### config.mk
export PLATFORM = sky130hd
export DESIGN_NAME = rx_serial_8n1
export DESIGN_NICKNAME = d
export VERILOG_FILES = /design/src/rtl/rx_serial_8n1.sv
export SDC_FILE = /design/constraint.sdc
export NUM_CORES = 1
export LEC_CHECK = 0
export BUFFER_PORTS_ARGS = -buffer_cell sky130_fd_sc_hd__buf_2
export CAP_MARGIN = 10
export CORE_MARGIN = 2
export CORE_UTILIZATION = 40
export CTS_CLUSTER_SIZE = 25
export DETAILED_ROUTE_END_ITERATION = 8
export PLACE_DENSITY = 0.69
export SLEW_MARGIN = 15
export SYNTH_ARGS = -nofsm -noshare
export SYNTH_HDL_FRONTEND = slang
export SYNTH_SLANG_ARGS = --single-unit
### constraint.sdc
create_clock -name clock -period 2.27 [get_ports clock]
set_clock_uncertainty 0.05 [all_clocks]
set_input_delay 0.1135 -clock clock [delete_from_list [all_inputs] [get_ports clock]]
set_output_delay 0.1135 -clock clock [all_outputs]
set_load 0.01 [all_outputs]
### src/rtl/rx_serial_8n1.sv
// 8N1 UART receiver: two-flop input synchronizer, mid-bit sampling FSM,
// registered byte/command/framing-error outputs and a one-cycle frame strobe.
module rx_serial_8n1 #(
    parameter int         CLK_FREQ = 50000000,
    parameter int         BAUD     = 115200,
    parameter logic [7:0] CMD_CODE = 8'h23
) (
    input  logic       clock,
    input  logic       reset,
    input  logic       RX,
    output logic [7:0] dados,
    output logic       fim_recepcao,
    output logic       comando,
    output logic       erro_framing,
    output logic [3:0] dbEstado
);

    localparam int TICKS = CLK_FREQ / BAUD;
    localparam int TW    = (TICKS > 2) ? $clog2(TICKS) : 1;
    localparam logic [TW-1:0] TICK_HALF = TW'(TICKS / 2 - 1);
    localparam logic [TW-1:0] TICK_LAST = TW'(TICKS - 1);

    typedef enum logic [3:0] {
        IDLE   = 4'b0000,
        START  = 4'b0001,
        DATA   = 4'b0010,
        STOP   = 4'b0011,
        DONE   = 4'b0100,
        ESPERA = 4'b0101
    } state_t;

    state_t        state;
    logic          rx_meta;
    logic          rx_s;
    logic [TW-1:0] tick_cnt;
    logic [2:0]    bit_cnt;
    logic [7:0]    shift_reg;

    // Line idles high, so the synchronizer resets to 1 to avoid a false start.
    always_ff @(posedge clock or negedge reset) begin
        if (!reset) begin
            rx_meta <= 1'b1;
            rx_s    <= 1'b1;
        end else begin
            rx_meta <= RX;
            rx_s    <= rx_meta;
        end
    end

    always_ff @(posedge clock or negedge reset) begin
        if (!reset) begin
            state        <= IDLE;
            tick_cnt     <= '0;
            bit_cnt      <= '0;
            shift_reg    <= '0;
            dados        <= '0;
            fim_recepcao <= 1'b0;
            comando      <= 1'b0;
            erro_framing <= 1'b0;
        end else begin
            fim_recepcao <= 1'b0;
            case (state)
                IDLE: begin
                    if (!rx_s) begin
                        state    <= START;
                        tick_cnt <= '0;
                    end
                end
                START: begin
                    if (tick_cnt == TICK_HALF) begin
                        tick_cnt <= '0;
                        bit_cnt  <= '0;
                        state    <= rx_s ? IDLE : DATA;
                    end else begin
                        tick_cnt <= tick_cnt + 1'b1;
                    end
                end
                DATA: begin
                    if (tick_cnt == TICK_LAST) begin
                        shift_reg <= {rx_s, shift_reg[7:1]};
                        tick_cnt  <= '0;
                        if (bit_cnt == 3'd7) begin
                            state <= STOP;
                        end else begin
                            bit_cnt <= bit_cnt + 1'b1;
                        end
                    end else begin
                        tick_cnt <= tick_cnt + 1'b1;
                    end
                end
                STOP: begin
                    if (tick_cnt == TICK_LAST) begin
                        tick_cnt <= '0;
                        if (rx_s) begin
                            state <= DONE;
                        end else begin
                            erro_framing <= 1'b1;
                            state        <= ESPERA;
                        end
                    end else begin
                        tick_cnt <= tick_cnt + 1'b1;
                    end
                end
                DONE: begin
                    fim_recepcao <= 1'b1;
                    dados        <= shift_reg;
                    comando      <= (shift_reg == CMD_CODE);
                    erro_framing <= 1'b0;
                    state        <= IDLE;
                end
                // Hold off until the line returns high so a break is not re-decoded.
                ESPERA: begin
                    if (rx_s) begin
                        state <= IDLE;
                    end
                end
                default: begin
                    state <= IDLE;
                end
            endcase
        end
    end

    always_comb begin
        dbEstado = 4'b1111;
        case (state)
            IDLE:    dbEstado = 4'b0000;
            START:   dbEstado = 4'b0001;
            DATA:    dbEstado = 4'b0010;
            STOP:    dbEstado = 4'b0011;
            DONE:    dbEstado = 4'b0100;
            ESPERA:  dbEstado = 4'b0101;
            default: dbEstado = 4'b1111;
        endcase
    end

endmodule

-- Word-level counts from Yosys, hierarchy flattened
Index checks and enable logic that the tools add are counted.
Widths: inputs -> output; s select.
- flip-flop bits (word level): 37
- input bits: 3
- output and inout bits: 15
- logic and storage cells: 61
- add/sub/neg operators: 2
- eq/ne operators: 17
- mux-type cells: 22
- reduce and logical (&&, ||, !) cells: 10
- operator list (operator ; count):
    $mux 9 ; 3
    $pmux 9 s3 ; 1
    $mux 4 ; 6
    $pmux 4 s6 ; 1
    $pmux 4 s5 ; 1
    $ne 2x2->1 const B ; 8
    $add 9x1->9 const B ; 1
    $eq 9x8->1 const B ; 1
    $eq 9x9->1 const B ; 1
    $mux 3 ; 3
    $eq 4x2->1 const B ; 2
    $eq 4x3->1 const B ; 2
    $eq 8x6->1 const B ; 1
    $pmux 3 s2 ; 1
    $reduce_and 6->1 ; 1
    $eq 4x1->1 const B ; 1
    $logic_not 4->1 ; 1
    $mux 1 ; 4
    $reduce_and 2->1 ; 2
    $reduce_and 4->1 ; 1
    $reduce_bool 2->1 ; 2
    $add 3x1->3 const B ; 1
    $eq 3x3->1 const B ; 1
    $reduce_and 3->1 ; 1
    4 further kinds ; 4

-- Depth between registers and ports, before layout
Gate-level depths: netlist (run 1).
- depth in word-level cells: 4
- depth in mapped cells: 7
- mapped depth without buffers: 6

-- Worst setup path before layout (run 1)
Ideal clock, no wire load.
- path kind: register -> register
- from: register bit_cnt[0]
- to: register bit_cnt[0]
- library setup time: 125 ps
- arrival: 1472 ps
- required time: 2095 ps
- slack: 624 ps
- cell stages (with the launch flop): 7
- buffers on the path: 0
- period minus slack after synthesis: 1646 ps
- cell sequence: dfrtp_1 -> ha_1 -> ha_1 -> nor4b_1 -> a31o_2 -> o21ai_0 -> mux2_2
- cells in the longest elaborated chain, start to end: 4
- elaborated cells on any way between the ends: 7
- those cells by class: add/sub: 1; eq/ne: 2; mux: 3; reduce/logical: 1
- RTL lines (what ; RTL line ; RTL):
    from (decl) ; 36 ; logic [2:0] bit_cnt;
    from (signal assigned) ; 85 ; bit_cnt <= bit_cnt + 1'b1;
    $add 3x1->3 ; 85 ;
    $mux 3 ; 82 ; if (bit_cnt == 3'd7) begin
    $mux 3 ; 79 ; if (tick_cnt == TICK_LAST) begin
    $pmux 3 s2 ; 62 ; case (state)
Several ways; a longest one is shown, not always the timed one. The select of a mux whose other input is x is not followed.
A chain may end at the register's enable or synchronous reset.

-- Final worst setup path (run 1)
- from: register state[1]
- to: register tick_cnt[7]
- cells in the longest elaborated chain, start to end: 4
- elaborated cells on any way between the ends: 9
- those cells by class: eq/ne: 4; mux: 1; reduce/logical: 4
- RTL lines (what ; RTL line ; RTL):
    from (decl) ; 32 ; state_t state;
    from (signal assigned) ; 73 ; state <= rx_s ? IDLE : DATA;
    $eq 4x2->1 ; 62 ;
    $reduce_or 2->1 (no source line) ; - ;
    $reduce_bool 3->1 (no source line) ; - ;
    $reduce_and 2->1 (no source line) ; - ;
    to (signal assigned) ; 75 ; tick_cnt <= tick_cnt + 1'b1;
    to (signal assigned) ; 88 ; tick_cnt <= tick_cnt + 1'b1;
    to (signal assigned) ; 101 ; tick_cnt <= tick_cnt + 1'b1;
    to (decl) ; 35 ; logic [TW-1:0] tick_cnt;
Several ways; a longest one is shown, not always the timed one.

==> impl_metrics.env, run 1 <==
export IMPL_status="finished clean"
export IMPL_intPower_uw=893.5
export IMPL_num_rows=24
export IMPL_clock_sinks=36
export IMPL_rsz0062_at_grt="no"
export IMPL_reg2regPathDepth=4
export IMPL_hold_viol=0
export IMPL_critPathKind="flip-flop to flip-flop"
export IMPL_worstReg2RegEnd="tick_cnt[7]$_DFFE_PN0P_"
export IMPL_switching_share_pct=22.44
export IMPL_grt_util_met1_pct=19.96
export IMPL_synth_fp_nets=170
export IMPL_hold_path_class="flip-flop to flip-flop"
export IMPL_drt_iter0_markers=49
export IMPL_syn_instance_count=162
export IMPL_synthFlopType="dfrtp_1"
export IMPL_critPathMaxFanout=15
export IMPL_synth_edff_count=0
export IMPL_die_height_um=72.11
export IMPL_grt_pass1_vias=1290
export IMPL_clock_fmax_mhz=543.4
export IMPL_fin_nets=189
export IMPL_firstDrtPassIters=4
export IMPL_io_pin_count=18
export IMPL_crit_required_ns=2.44
export IMPL_diodes=0
export IMPL_critPathLaunchType="flip-flop"
export IMPL_busiest_layer="met2"
export IMPL_largest_reg_flops=9
export IMPL_hold_start="rx_meta$_DFF_PN1_"
export IMPL_worst_pin_slew_ns=0.7914
export IMPL_routed_wl_um=3319
export IMPL_syn_to_final_growth_pct=11.87
export IMPL_antenna_found_initial=0
export IMPL_cp_arrival_ns=2.01
export IMPL_dp_hpwl_um=2266
export IMPL_ctsHtreeMaxLevel=2
export IMPL_synthesis_area_sq_mm=0.001856
export IMPL_route_detailed_wl_per_inst_um=14.18
export IMPL_max_slew_margin_pct=47.24
export IMPL_period_minus_slack_ns=1.840
export IMPL_coreArea_sq_mm=0.004414
export IMPL_gp_congestion=0.8160
export IMPL_fin_cells=234
export IMPL_use_met2_pct=22.22
export IMPL_vias=1293
export IMPL_met3_usage_pct=4.444
export IMPL_async_reset_ff_share_pct=100.0
export IMPL_fp_dieW_um=72.11
export IMPL_initial_core_util_pct=42.04
export IMPL_place_inst=224
export IMPL_vias_per_cell=5.526
export IMPL_maxCapViolCount=0
export IMPL_die_area_sq_mm=0.005200
export IMPL_p_leak_uw=0.001010
export IMPL_pwr_share_seq_pct=56.1
export IMPL_groute_usage_overall_pct=14.80
export IMPL_cts_buffers=5
export IMPL_ys_ff_latch=36
export IMPL_startpoint="state[1]$_DFFE_PN0P_"
export IMPL_p_comb_share_pct=1.5
export IMPL_ir_worst_vdd_mv=0.4200
export IMPL_setup_tns_ns=0
export IMPL_avgSynthCellArea_sq_um=11.45
export IMPL_ys_seq_area_share_pct=48.69
export IMPL_clk_pin_slew_ns=0.08
export IMPL_remaining_drc_errors=0
export IMPL_finalCritPeriodShare_pct=81.07
export IMPL_ff2ff_setup_slack_ns=0.43
export IMPL_grt_max_degree=37
export IMPL_cts_root_buf="clkbuf_8"
export IMPL_clock_latency_ns=0.29
export IMPL_p_switching_uw=258.5
export IMPL_io_buffers=17
export IMPL_tritoncts="yes"
export IMPL_critical_path_endpoint="tick_cnt[7]$_DFFE_PN0P_"
export IMPL_synth_warning_count=0
export IMPL_grt_ovfl_total=0
export IMPL_ant_nets=0
export IMPL_clk_path_buf_depth=2
export IMPL_ys_types=52
export IMPL_grt_pass1_wl_um=5913
export IMPL_layout_drive_gt1_share_pct=34.62
export IMPL_setup_violations=0
export IMPL_cp_end_kind="flip-flop"
export IMPL_p_per_area_mw_per_mm2=555.0
export IMPL_slew_violations=0
export IMPL_r2r_start="state[1]$_DFFE_PN0P_"
export IMPL_pwr_share_clk_pct=42.5
## power by group through the flow
stage / clock network, uW / logic [uW] / registers, uW
after global placement: 0 / 15.8 / 658
after CTS: 507 / 18.7 / 646
final: 489 / 17.0 / 646
after floorplan: 0 / 0.985 / 658
after detailed placement: 0 / 16.1 / 658
after global routing: 535 / 21.1 / 646
## cell usage after synthesis, types with 2 or more instances
library cell,count,area share [%]
a21oi_1,3,0.81
a21oi_4,2,1.8
a22o_1,4,1.9
a22oi_2,2,1.3
and2_1,2,0.67
buf_2,2,0.54
buf_6,2,1.2
clkbuf_1,2,0.40
dfrtp_1,34,46
dfstp_2,2,2.8
ha_1,5,3.4
inv_1,8,1.6
mux2_2,17,10
nand2_1,13,2.6
nand3_1,3,0.81
nor2_1,11,2.2
nor3_1,5,1.3
o211ai_1,3,1.2
o21ai_0,8,2.2
o21ai_2,2,0.94
## critical path, cell delays in order, from the launching register on
cell and delay (ns):
dfrtp_1 0.53, or3b_4 0.47, a21oi_4 0.32, o2111ai_1 0.19, a22oi_2 0.20
## metrics by stage
step / setup WS, ns / hold WS (ns) / util [%] / instance area, sq um / total power (uW)
5_1_grt: 0.2211 / 0.3150 / 47.02 / 2076 / 1202
3_5_place_dp: 0.4403 / 0.1723 / 44.36 / 1958 / 674.4
3_3_place_gp: 0.4337 / 0.1699 / 44.36 / 1958 / 674.2
6_report: 0.4297 / 0.3090 / 47.02 / 2076 / 1152
4_1_cts: 0.4121 / 0.3122 / 47.02 / 2076 / 1172
2_1_floorplan: 0.6238 / -0.2321 / - / 1856 / 659.0
## routing by layer
layer / vias to the layer above / share of wire [%]
met2: 18 / 46
met4: 0 / 1.8
li1: 629 / -
met3: 7 / 3.9
met1: 639 / 48
met5: - / 0
## how the worst min path moves through the flow
| stage | end | slack, ns | depth (start not counted) |
|---|---|---|---|
| after CTS | rx_s$_DFF_PN1_ | 0.31 | 0 |
| after global placement | rx_meta$_DFF_PN1_ | 0.17 | 1 |
| final | rx_s$_DFF_PN1_ | 0.31 | 0 |
| after floorplan | bit_cnt[0]$_DFFE_PN0P_ | -0.23 | 0 |
| after detailed placement | rx_meta$_DFF_PN1_ | 0.17 | 1 |
| after global routing | rx_s$_DFF_PN1_ | 0.32 | 0 |
## placed cells by master (no fill, tap or decap), drive strengths merged, types with 2 or more instances in the layout
cell type	count
dfrtp	34
mux2	17
buf	17
nand2	13
nor2	12
o21ai	10
inv	8
clkbuf	6
nor3	5
ha	5
a21oi	5
a22o	4
nand3	3
o211ai	3
and2	3
a22oi	3
clkinvlp	2
dlygate4sd3	2
dfstp	2
or2	2
or3b	2
nor4b	2
o2111ai	2
## cells by family (layout without fill, tap and decap cells)
group	Yosys count	in the layout	share of synthesized area, %
and+or+nand+nor	54	54	18.21
AOI/OAI and AO/OA	35	35	15.24
adders and majority gates	5	5	3.372
muxes	17	17	10.32
buffers and inverters	15	35	4.181
DFF	36	36	48.69
## area by class of cell
cell class | instances | area [sq um]
timing repair buffer | 19 | 105.1
fill | 393 | 2338
multi-input combinational | 111 | 874.6
clock inverter | 2 | 15.01
tap | 52 | 65.06
inverter | 8 | 30.03
clock buffer | 6 | 82.58
sequential | 36 | 903.4
## repair_timing
action,in CTS,in global routing
hold buffers,2,0
hold endpoints to repair,35,0
resized for setup,0,0
setup buffers,0,0
setup endpoints to repair,0,0
(Power assumes the default switching activity.)
==> run 2: changes to the inputs <==
==> constraint.sdc (replaced) <==
create_clock -name clock -period 1.88 [get_ports clock]
set_clock_uncertainty 0.05 [all_clocks]
set_input_delay 0.094 -clock clock [delete_from_list [all_inputs] [get_ports clock]]
set_output_delay 0.094 -clock clock [all_outputs]
set_load 0.01 [all_outputs]
==> run 2 against run 1 <==
Critical path depth up 2. Clock power up 39%. Sequential power grew 21%. Via count is 0.46% higher. Sequential cell count is the same. Die area unchanged. Largest cell class unchanged. Highest routed layer unchanged.
==> impl_metrics.env, run 2 (same netlist as run 1, synthesis figures left out) <==
export IMPL_status="finished clean"
export IMPL_die_area_sq_mm=0.005200
export IMPL_worst_pin_slew_ns=0.7818
export IMPL_diodes=0
export IMPL_coreArea_sq_mm=0.004414
export IMPL_hold_path_class="flip-flop to flip-flop"
export IMPL_total_power_uw=1483
export IMPL_vias=1299
export IMPL_clk_pin_slew_ns=0.07
export IMPL_routed_wl_um=3439
export IMPL_cts_buffers=5
export IMPL_crit_family="adder cells"
export IMPL_firstDrtPassIters=4
export IMPL_clock_sinks=36
export IMPL_cp_arrival_ns=1.89
export IMPL_syn_to_final_growth_pct=16.25
export IMPL_crit_required_ns=2.01
export IMPL_grt_ovfl_total=0
export IMPL_hold_viol=0
export IMPL_place_inst=231
export IMPL_gp_congestion=0.7798
export IMPL_route_detailed_wl_per_inst_um=14.21
export IMPL_cp_num_buf_inv=0
export IMPL_rsz0062_at_grt="no"
export IMPL_ctsHtreeMaxLevel=2
export IMPL_slew_violations=0
export IMPL_maxCapViolCount=0
export IMPL_grt_pass1_vias=1280
export IMPL_clock_latency_ns=0.29
export IMPL_initial_core_util_pct=42.04
export IMPL_grt_pass1_wl_um=6065
export IMPL_cts_root_buf="clkbuf_8"
export IMPL_vias_per_cell=5.368
export IMPL_groute_usage_overall_pct=15.13
export IMPL_cp_end_kind="flip-flop"
export IMPL_path_common_cell="ha_1"
export IMPL_largest_reg_flops=9
export IMPL_max_stage_delay_ns=0.40
export IMPL_setup_violations=0
export IMPL_period_minus_slack_ns=1.755
export IMPL_slowest_stage="dfrtp_1"
export IMPL_grt_max_degree=37
export IMPL_ir_worst_vdd_mv=0.6030
export IMPL_layout_drive_gt1_share_pct=37.89
export IMPL_critPathLaunchType="flip-flop"
export IMPL_io_pin_count=18
export IMPL_nFillCells=386
export IMPL_setup_tns_ns=0
export IMPL_clock_fmax_mhz=569.8
export IMPL_p_leak_uw=0.001060
export IMPL_critPathMaxFanout=3
export IMPL_antenna_found_initial=0
export IMPL_fp_dieW_um=72.11
export IMPL_final_common_cell="dfrtp_1"
export IMPL_max_slew_margin_pct=47.88
export IMPL_finalCritPeriodShare_pct=93.36
export IMPL_fin_nets=197
export IMPL_path_cells="ha_1, ha_1, nor4b_2, a31o_2, o21ai_1, mux2_2"
export IMPL_num_rows=24
export IMPL_ant_nets=0
export IMPL_drt_iter0_markers=59
export IMPL_clk_path_buf_depth=2
export IMPL_tritoncts="yes"
export IMPL_critPathKind="flip-flop to flip-flop"
export IMPL_fin_cells=242
export IMPL_io_buffers=17
export IMPL_dp_hpwl_um=2317
export IMPL_remaining_drc_errors=0
export IMPL_final_cell_mix="dfrtp_1, mux2_2, buf_2"
export IMPL_die_height_um=72.11
export IMPL_p_per_area_mw_per_mm2=687.4
run 2: final cells by class:
type | count | area, sq um | share of cell area (%)
flip-flops and latches | 36 | 903.4 | 41.88
multi-input cells | 112 | 889.6 | 41.24
repair buffers | 26 | 157.7 | 7.309
clock buffers | 5 | 68.82 | 3.190
well taps | 52 | 65.06 | 3.016
clock inverters | 3 | 42.54 | 1.972
inverters | 8 | 30.03 | 1.392
run 2: worst paths after layout:
check | start | end | slack [ns] | cells past startpoint
worst max register to register | bit_cnt[0]$_DFFE_PN0P_ | bit_cnt[0]$_DFFE_PN0P_ | 0.12 | 6
min in group asynchronous | reset | tick_cnt[0]$_DFFE_PN0P_ | 0.37 | 2
worst max-delay path | bit_cnt[0]$_DFFE_PN0P_ | bit_cnt[0]$_DFFE_PN0P_ | 0.12 | 6
worst min register to register | rx_meta$_DFF_PN1_ | rx_s$_DFF_PN1_ | 0.31 | 0
worst min-delay path | rx_meta$_DFF_PN1_ | rx_s$_DFF_PN1_ | 0.31 | 0
max in group asynchronous | reset | erro_framing$_DFFE_PN0P_ | 0.92 | 2
run 2: report_power, final:
| part | leakage (uW) | switching, uW | total, uW | internal, uW |
|---|---|---|---|---|
| sequential | 0.000481 | 2.28 | 780 | 778 |
| clock | 0.0000541 | 290 | 682 | 392 |
| combinational | 0.000524 | 16.0 | 20.6 | 4.53 |
| total | 0.00106 | 308 | 1480 | 1170 |
run 2: stage by stage:
stage               hold slack, ns  area (sq um)  setup slack (ns)  utilization (%)
floorplan                  -0.2516          1856            0.2338                -
global placement            0.1510          2011           0.01870            45.55
detailed placement          0.1519          2011           0.02774            45.55
CTS                         0.3081          2148           0.05426            48.67
global route                0.3102          2157           0.01083            48.87
finish                      0.3094          2157            0.1249            48.87
run 2: worst reg2reg max path, stage by stage (launching register included):
cell and delay [ns]:
dfrtp_1 0.40, ha_1 0.22, ha_1 0.22, nor4b_2 0.22
a31o_2 0.15, o21ai_1 0.11, mux2_2 0.28
run 2: repair_timing:
action | 4_1_cts | 5_1_grt
cloned | 0 | 1
setup buffers | 0 | 0
resized for setup | 1 | 1
endpoints found under the hold margin | 35 | 0
setup endpoints to repair | 1 | 6
hold buffers | 2 | 0
run 2: layer usage:
| layer | vias up | routed length, um | track usage, % |
|---|---|---|---|
| met4 | 0 | 80 | 8.386 |
| met5 | - | 0 | 0 |
| met3 | 7 | 129 | 3.472 |
| met1 | 624 | 1629 | 20.40 |
| met2 | 22 | 1599 | 22.53 |
| li1 | 646 | - | - |
